[src/rtl/ccc_apb_reconfig_master.sv]
// APB initiator that turns single register commands into CCC configuration accesses.
// Optional PLL relock wait after writes is built only when CCC_RELOCK_WAIT_EN is defined.
module ccc_apb_reconfig_master #(
    parameter int LOCK_TIMEOUT = 4096,
    parameter int LOCK_BLANK   = 16
) (
    input  logic       PCLK,
    input  logic       PRESET_N,
    input  logic       cmd_valid,
    output logic       cmd_ready,
    input  logic       cmd_write,
    input  logic [5:0] cmd_addr,
    input  logic [7:0] cmd_wdata,
    input  logic       cmd_relock,
    output logic       rsp_valid,
    output logic [7:0] rsp_rdata,
    output logic       rsp_err,
    output logic       PSEL,
    output logic       PENABLE,
    output logic       PWRITE,
    output logic [5:0] PADDR,
    output logic [7:0] PWDATA,
    input  logic [7:0] PRDATA,
    input  logic       BUSY,
    input  logic       LOCK,
    output logic       lock_lost
);

    typedef enum logic [2:0] {
        IDLE,
        WAIT_BUSY,
        SETUP,
        ACCESS,
`ifdef CCC_RELOCK_WAIT_EN
        LOCK_WAIT,
`endif
        RESP
    } state_t;

    state_t state, state_next;
    logic   ready_en;
    logic   write_q;
    logic   accept;
    logic   in_lock_wait;
    logic   lock_m, lock_s, lock_s_d;

    // cmd_ready stays low until the first edge after reset release
    assign cmd_ready = ready_en && (state == IDLE);
    assign accept    = cmd_valid && cmd_ready;
    assign PSEL      = (state == SETUP) || (state == ACCESS);
    assign PENABLE   = (state == ACCESS);
    assign PWRITE    = PSEL && write_q;
    assign rsp_valid = (state == RESP);

`ifdef CCC_RELOCK_WAIT_EN
    localparam int CNT_W = $clog2(LOCK_TIMEOUT + 1);
    localparam logic [CNT_W-1:0] CNT_MAX   = CNT_W'(LOCK_TIMEOUT);
    localparam logic [CNT_W-1:0] CNT_BLANK = CNT_W'(LOCK_BLANK);

    logic             relock_q;
    logic             err_q;
    logic [CNT_W-1:0] lock_cnt;
    logic             lock_ok, lock_to;

    assign in_lock_wait = (state == LOCK_WAIT);
    assign lock_ok      = (lock_cnt >= CNT_BLANK) && lock_s;
    assign lock_to      = (lock_cnt == CNT_MAX) && !lock_s;
    assign rsp_err      = err_q;

    always_ff @(posedge PCLK or negedge PRESET_N) begin
        if (!PRESET_N) begin
            relock_q <= 1'b0;
            err_q    <= 1'b0;
            lock_cnt <= '0;
        end else begin
            if (accept) begin
                relock_q <= cmd_relock;
                err_q    <= 1'b0;
            end
            if (state == ACCESS)
                lock_cnt <= '0;
            else if (in_lock_wait && (lock_cnt != CNT_MAX))
                lock_cnt <= lock_cnt + 1'b1;
            // A valid lock takes priority over the timeout on the same cycle
            if (in_lock_wait && (lock_ok || lock_to))
                err_q <= !lock_ok;
        end
    end
`else
    logic unused_relock;

    assign unused_relock = cmd_relock;
    assign in_lock_wait  = 1'b0;
    assign rsp_err       = 1'b0;
`endif

    // NOTE: every variable written here gets a default first, so no latch is inferred.
    always_comb begin
        state_next = state;
        case (state)
            IDLE:      if (accept) state_next = BUSY ? WAIT_BUSY : SETUP;
            WAIT_BUSY: if (!BUSY) state_next = SETUP;
            SETUP:     state_next = ACCESS;
`ifdef CCC_RELOCK_WAIT_EN
            ACCESS:    state_next = (write_q && relock_q) ? LOCK_WAIT : RESP;
            LOCK_WAIT: if (lock_ok || lock_to) state_next = RESP;
`else
            ACCESS:    state_next = RESP;
`endif
            RESP:      state_next = IDLE;
            default:   state_next = IDLE;
        endcase
    end

    // NOTE: sequential state uses non-blocking assignments so every flop samples pre-edge values.
    always_ff @(posedge PCLK or negedge PRESET_N) begin
        if (!PRESET_N) begin
            state     <= IDLE;
            ready_en  <= 1'b0;
            write_q   <= 1'b0;
            PADDR     <= '0;
            PWDATA    <= '0;
            rsp_rdata <= '0;
        end else begin
            state    <= state_next;
            ready_en <= 1'b1;
            if (accept) begin
                write_q <= cmd_write;
                PADDR   <= cmd_addr;
                PWDATA  <= cmd_wdata;
            end
            if ((state == ACCESS) && !write_q)
                rsp_rdata <= PRDATA;
        end
    end

    // LOCK is asynchronous; only lock_s is used by the logic
    always_ff @(posedge PCLK or negedge PRESET_N) begin
        if (!PRESET_N) begin
            lock_m    <= 1'b0;
            lock_s    <= 1'b0;
            lock_s_d  <= 1'b0;
            lock_lost <= 1'b0;
        end else begin
            lock_m    <= LOCK;
            lock_s    <= lock_m;
            lock_s_d  <= lock_s;
            lock_lost <= lock_s_d && !lock_s && !in_lock_wait;
        end
    end

endmodule

[config.mk]
export PLATFORM = sky130hd
export DESIGN_NAME = ccc_apb_reconfig_master
export DESIGN_NICKNAME = d
export VERILOG_FILES = /design/src/rtl/ccc_apb_reconfig_master.sv
export SDC_FILE = /design/constraint.sdc
export NUM_CORES = 1
export LEC_CHECK = 0
export CAP_MARGIN = 20
export CELL_PAD_IN_SITES_DETAIL_PLACEMENT = 1
export CELL_PAD_IN_SITES_GLOBAL_PLACEMENT = 1
export CORE_AREA = 10 10 74 76
export CTS_CLUSTER_SIZE = 28
export DETAILED_ROUTE_END_ITERATION = 10
export DIE_AREA = 0 0 84 86
export MAX_ROUTING_LAYER = met4
export PLACE_DENSITY_LB_ADDON = 0.1
export SLEW_MARGIN = 10
export SYNTH_ARGS = -nofsm -noshare
export SYNTH_HDL_FRONTEND = slang
export SYNTH_SLANG_ARGS = --single-unit
export TNS_END_PERCENT = 5
[constraint.sdc]
create_clock -name PCLK -period 1.8 [get_ports PCLK]
set_input_delay 0.36 -clock PCLK [delete_from_list [all_inputs] [get_ports PCLK]]
set_output_delay 0.36 -clock PCLK [all_outputs]
set_load 0.005 [all_outputs]
==> After elaboration in Yosys (flattened, before gate mapping) <==
Index checks and enable logic that the tools add are counted.
{ "word_totals": {"register_bits": 31, "input_bits": 29, "elab_cells": 30} }
{ "op_classes": {"n_eq_ne": 6, "mux": 4, "reduce_logical": 10} }
{ "ops": {"columns": ["cell", "count"], "rows": [
  ["one-hot mux 3 bit (4 select lines)", 1],
  ["equality test 3 x 2 -> 1 bit, second input constant", 2],
  ["2-to-1 mux 3 bit", 2],
  ["logical AND 1 bit", 5],
  ["inequality test 2 bit, second input constant", 2],
  ["equality test 3 x 1 -> 1 bit, second input constant", 1],
  ["equality test 3 bit, second input constant", 1],
  ["zero test 3 bit", 1],
  ["zero test 1 bit", 2],
  ["2-to-1 mux 2 bit", 1],
  ["AND reduction 2 bit", 1],
  ["logical OR 1 bit", 1]
]} }

==> Logic depth before layout (Yosys ltp) <==
{ "depth": {"ltp_word": 5, "depth_mapped": 4} }

==> Worst setup path before layout <==
Ideal clock, no wire load.
{ "synth_path": {"kind": "register to register", "startpoint": "register state[1]", "endpoint": "register PADDR[0]", "setup_ns": 0.125, "arrival_ns": 1.333, "required_ns": 1.675, "path_slack_ns": 0.341, "path_stages_with_launch": 5, "synth_period_minus_slack_ns": 1.459, "path_cell_list": "dfrtp_1 -> nor4b_4 -> nand2_4 -> buf_6 -> mux2_4"} }
{ "synth_via": {"elab_chain_cells": 3} }
{ "synth_rtl": {"columns": ["item", "line_no", "text"], "rows": [
  ["start: declaration", "40", "state_t state, state_next;"],
  ["start signal: assignment", "125", "state <= state_next;"],
  ["zero test 3 bit", "48", "assign cmd_ready = ready_en && (state == IDLE);"],
  ["logical AND 1 bit", "48", null],
  ["via cmd_ready", "10", "output logic cmd_ready,"],
  ["logical AND 1 bit", "49", "assign accept = cmd_valid && cmd_ready;"],
  ["end signal: assignment", "129", "PADDR <= cmd_addr;"],
  ["end: declaration", "21", "output logic [5:0] PADDR,"]
]} }
The timed path passes the listed nets, and every way through them passes these cells.
A chain may end at the register's enable or synchronous reset.

==> Final worst setup path <==
{ "layout_path": {"startpoint": "register state[1]", "endpoint": "output PWRITE"} }
{ "layout_via": {"elab_chain_cells": 3, "word_cells_on_any_way": 4, "classes_between": "eq/ne (2); reduce/logical (2)"} }
{ "layout_rtl": {"columns": ["item", "line_no", "text"], "rows": [
  ["equality test 3 x 2 -> 1 bit", "50", "assign PSEL = (state == SETUP) || (state == ACCESS);"],
  ["logical OR 1 bit *", "50", null],
  ["logical AND 1 bit *", "52", "assign PWRITE = PSEL && write_q;"],
  ["end: declaration", "20", "output logic PWRITE,"]
]} }
Mark *: on every way between the ends. The rest lies on a longest branch, timed or not.

==> run metrics <==
row cnt 23; remaining global-route overflow 0; Hold WS 0.348 ns; pwr/cell area 1590 mW/mm^2; DRT iter0 DRCs 30; Pleak 0.871 nW; clk buf depth 2; ys flop type dfrtp_1; routed len/inst 16.7 um; Crit Path Max Fanout 6; startpoint types flop; Seq cells post-synth 31; total CTS buffers 5; DRT Wirelength 3.12 mm; highest clock rate 576 MHz; Syn-to-layout area delta 56.8%; met3 GRT Util 5.39%; GR Util met2 14.3%; Seq pwr share 39.2%; Root Driver clkbuf_8; Die H 86 um; fraction of layout instances using a drive strength above 1 28.5%; clk slew on worst S/H paths 0.06 ns; Total GRT Usage 9.09%; Tightest Hold Check Type flop to flop; # nets final 166; most common cell after layout, fill and taps aside clkdlybuf4s50_1; DP Worst Slack 0.129 ns; total core area 0.00397 mm^2; Period minus WS final 1.74 ns; worst IR drop on VDD 0.000586 V; clk_skew 0.00373 ns; Syn Inst Count 74; total number of vias 820; met1 Use GR 9.43%; Max Cap Viol 0; DR DRC count 0; die area 0.00722 mm^2; Initial Util 30.9%; Synth cell types 16; Compound-Gate Fraction of Synth Area 2.04%; Clock Latency Late Sink 0.27 ns; final RePlAce weighted congestion 0.669; DIE WIDTH 84 um; Placed Cells incl. Taps 178; part of the cycle the worst path needs 96.4%; most frequent cells in the layout clkdlybuf4s50_1 (50), dfrtp_1 (29), mux2_2 (13), mux2_4 (10), clkbuf_8 (6); XOR/XNOR Fraction of Synth Area 0%; post-synthesis adder-cell area fraction 0%; initial antenna violation count 0; Clock Sinks 31; Final Hold Fails 0; vias in the first global route 964; mux cell area share after synthesis 24.1%; CTS tree built; top-area cell type share of the netlist area 63.1%; kind of critical path flop to output port; setup ws final 0.0645 ns; Syn Nets 103; Placement Cell Area 0.00183 mm^2; Async S/R FF share, synth 100%; H-tree levels 2; I/O Buffers 55; Seq/Total Area, Yosys 63.1%; first-pass GRT wire length 4.92 mm; Top-Level Pins 58; Final Max Slew Viols 0; Clock Power Share 17.5%; Non-Filler Instances 187; min-delay src lock_m; antenna diode count 0; gr busiest metal met2; Net Switching 826 uW; top cells by area, synth dfrtp_1 (63%), mux2_4 (12%), mux2_2 (12%); sw frac 26.9%; Comb pwr share 43.2%; pin count of the biggest net entering global routing 32; Synth Area per Inst 16.6 um^2; largest family of logic cells by synthesized area multiplexers; Layout Utilization 48.5%; Pre-Repair DR Iteration Count 3; outcome complete, no violations; worst flop-to-flop path startpoint state[2]; number of setup violations in the final report 0; Post-synth EDFFs 0; hold-fix buffers at CTS 0; Power Internal 2.24 mW; Detail Placement HPWL 2.44 mm; Required @ worst endpoint 1.44 ns; CP startpoint state[1]; warnings from Yosys 0; final instance area 0.00193 mm^2; Antenna Nets Post-Route 0; Synth Area in Simple Gates 7.64%; vias per cell 4.39; cell accounting for the most synthesized area dfrtp_1; synthesized area 0.00123 mm^2; crit path DAT 1.38 ns; CP endpoint kind output port
## routing by layer
metal,vias up,wire (um)
met4,0,0
met5,-,0
met2,43,1560
li1,374,-
met3,0,252
met1,403,1320
## cells in the mapped netlist (2+ instances only)
library cell and instances:
and2_1 3, dfrtp_1 31, nor2b_1 2, conb_1 2, a21oi_1 2, mux2_2 13
o21a_1 2, buf_6 2, mux2_4 10
## power groups by stage
stage / clock (mW) / sequential (mW) / combinational, mW
final: 0.539 / 1.20 / 1.33
after global routing: 0.612 / 1.25 / 1.43
after CTS: 0.563 / 1.21 / 1.35
after detailed placement: 0 / 1.21 / 1.36
after global placement: 0 / 1.19 / 1.31
after floorplan: 0 / 1.21 / 0.552
## critical path: stages (launching register included)
cell and delay (ns):
dfrtp_2 0.45, and2b_2 0.23, and2_1 0.16, dlygate4sd2_1 0.26
## registers in the layout, summed over array words and instances, names as in the netlist
signal	cells
PWDATA	8
PADDR	6
lock_s	1
lock_lost	1
state	3
lock_s_d	1
rsp_rdata	8
lock_m	1
ready_en	1
write_q	1
## repair_timing
| item | CTS | global route |
|---|---|---|
| gates resized for setup | 8 | 0 |
| endpoints found under the setup margin | 5 | 1 |
| setup buffers | 1 | 1 |
## cell families after synthesis
logic type / count (synthesis)
other: 2
AO/OA/AOI/OAI: 4
AND/OR/NAND/NOR: 11
buffers and inverters: 3
multiplexers: 23
flip-flops: 31
## through the flow
| step | TNS [ns] | total power, mW |
|---|---|---|
| 3_3_place_gp | 0 | 2.50 |
| 4_1_cts | 0 | 3.12 |
| 5_1_grt | -0.0197 | 3.29 |
| 2_1_floorplan | 0 | 1.76 |
| 3_5_place_dp | 0 | 2.57 |
| 6_report | 0 | 3.07 |
## path summary, 6_finish.rpt
check                           slack, ns           end  cells past startpoint
worst min register to register       0.35        lock_s                      0
worst max-delay path                 0.06        PWRITE                      3
worst min-delay path                 0.35        lock_s                      0
min in group asynchronous            0.50       write_q                      2
worst max register to register       0.14  rsp_rdata[1]                      4
max in group asynchronous            1.00      state[0]                      2
## cell type report
cell class              count  area (um^2)
fillers                   416         2040
flip-flops and latches     31          778
repair buffers             59          574
multi-input cells          40          424
clock buffers               6         82.6
well taps                  50         62.6
clock inverters             1         5.00
(Power assumes the default switching activity.)
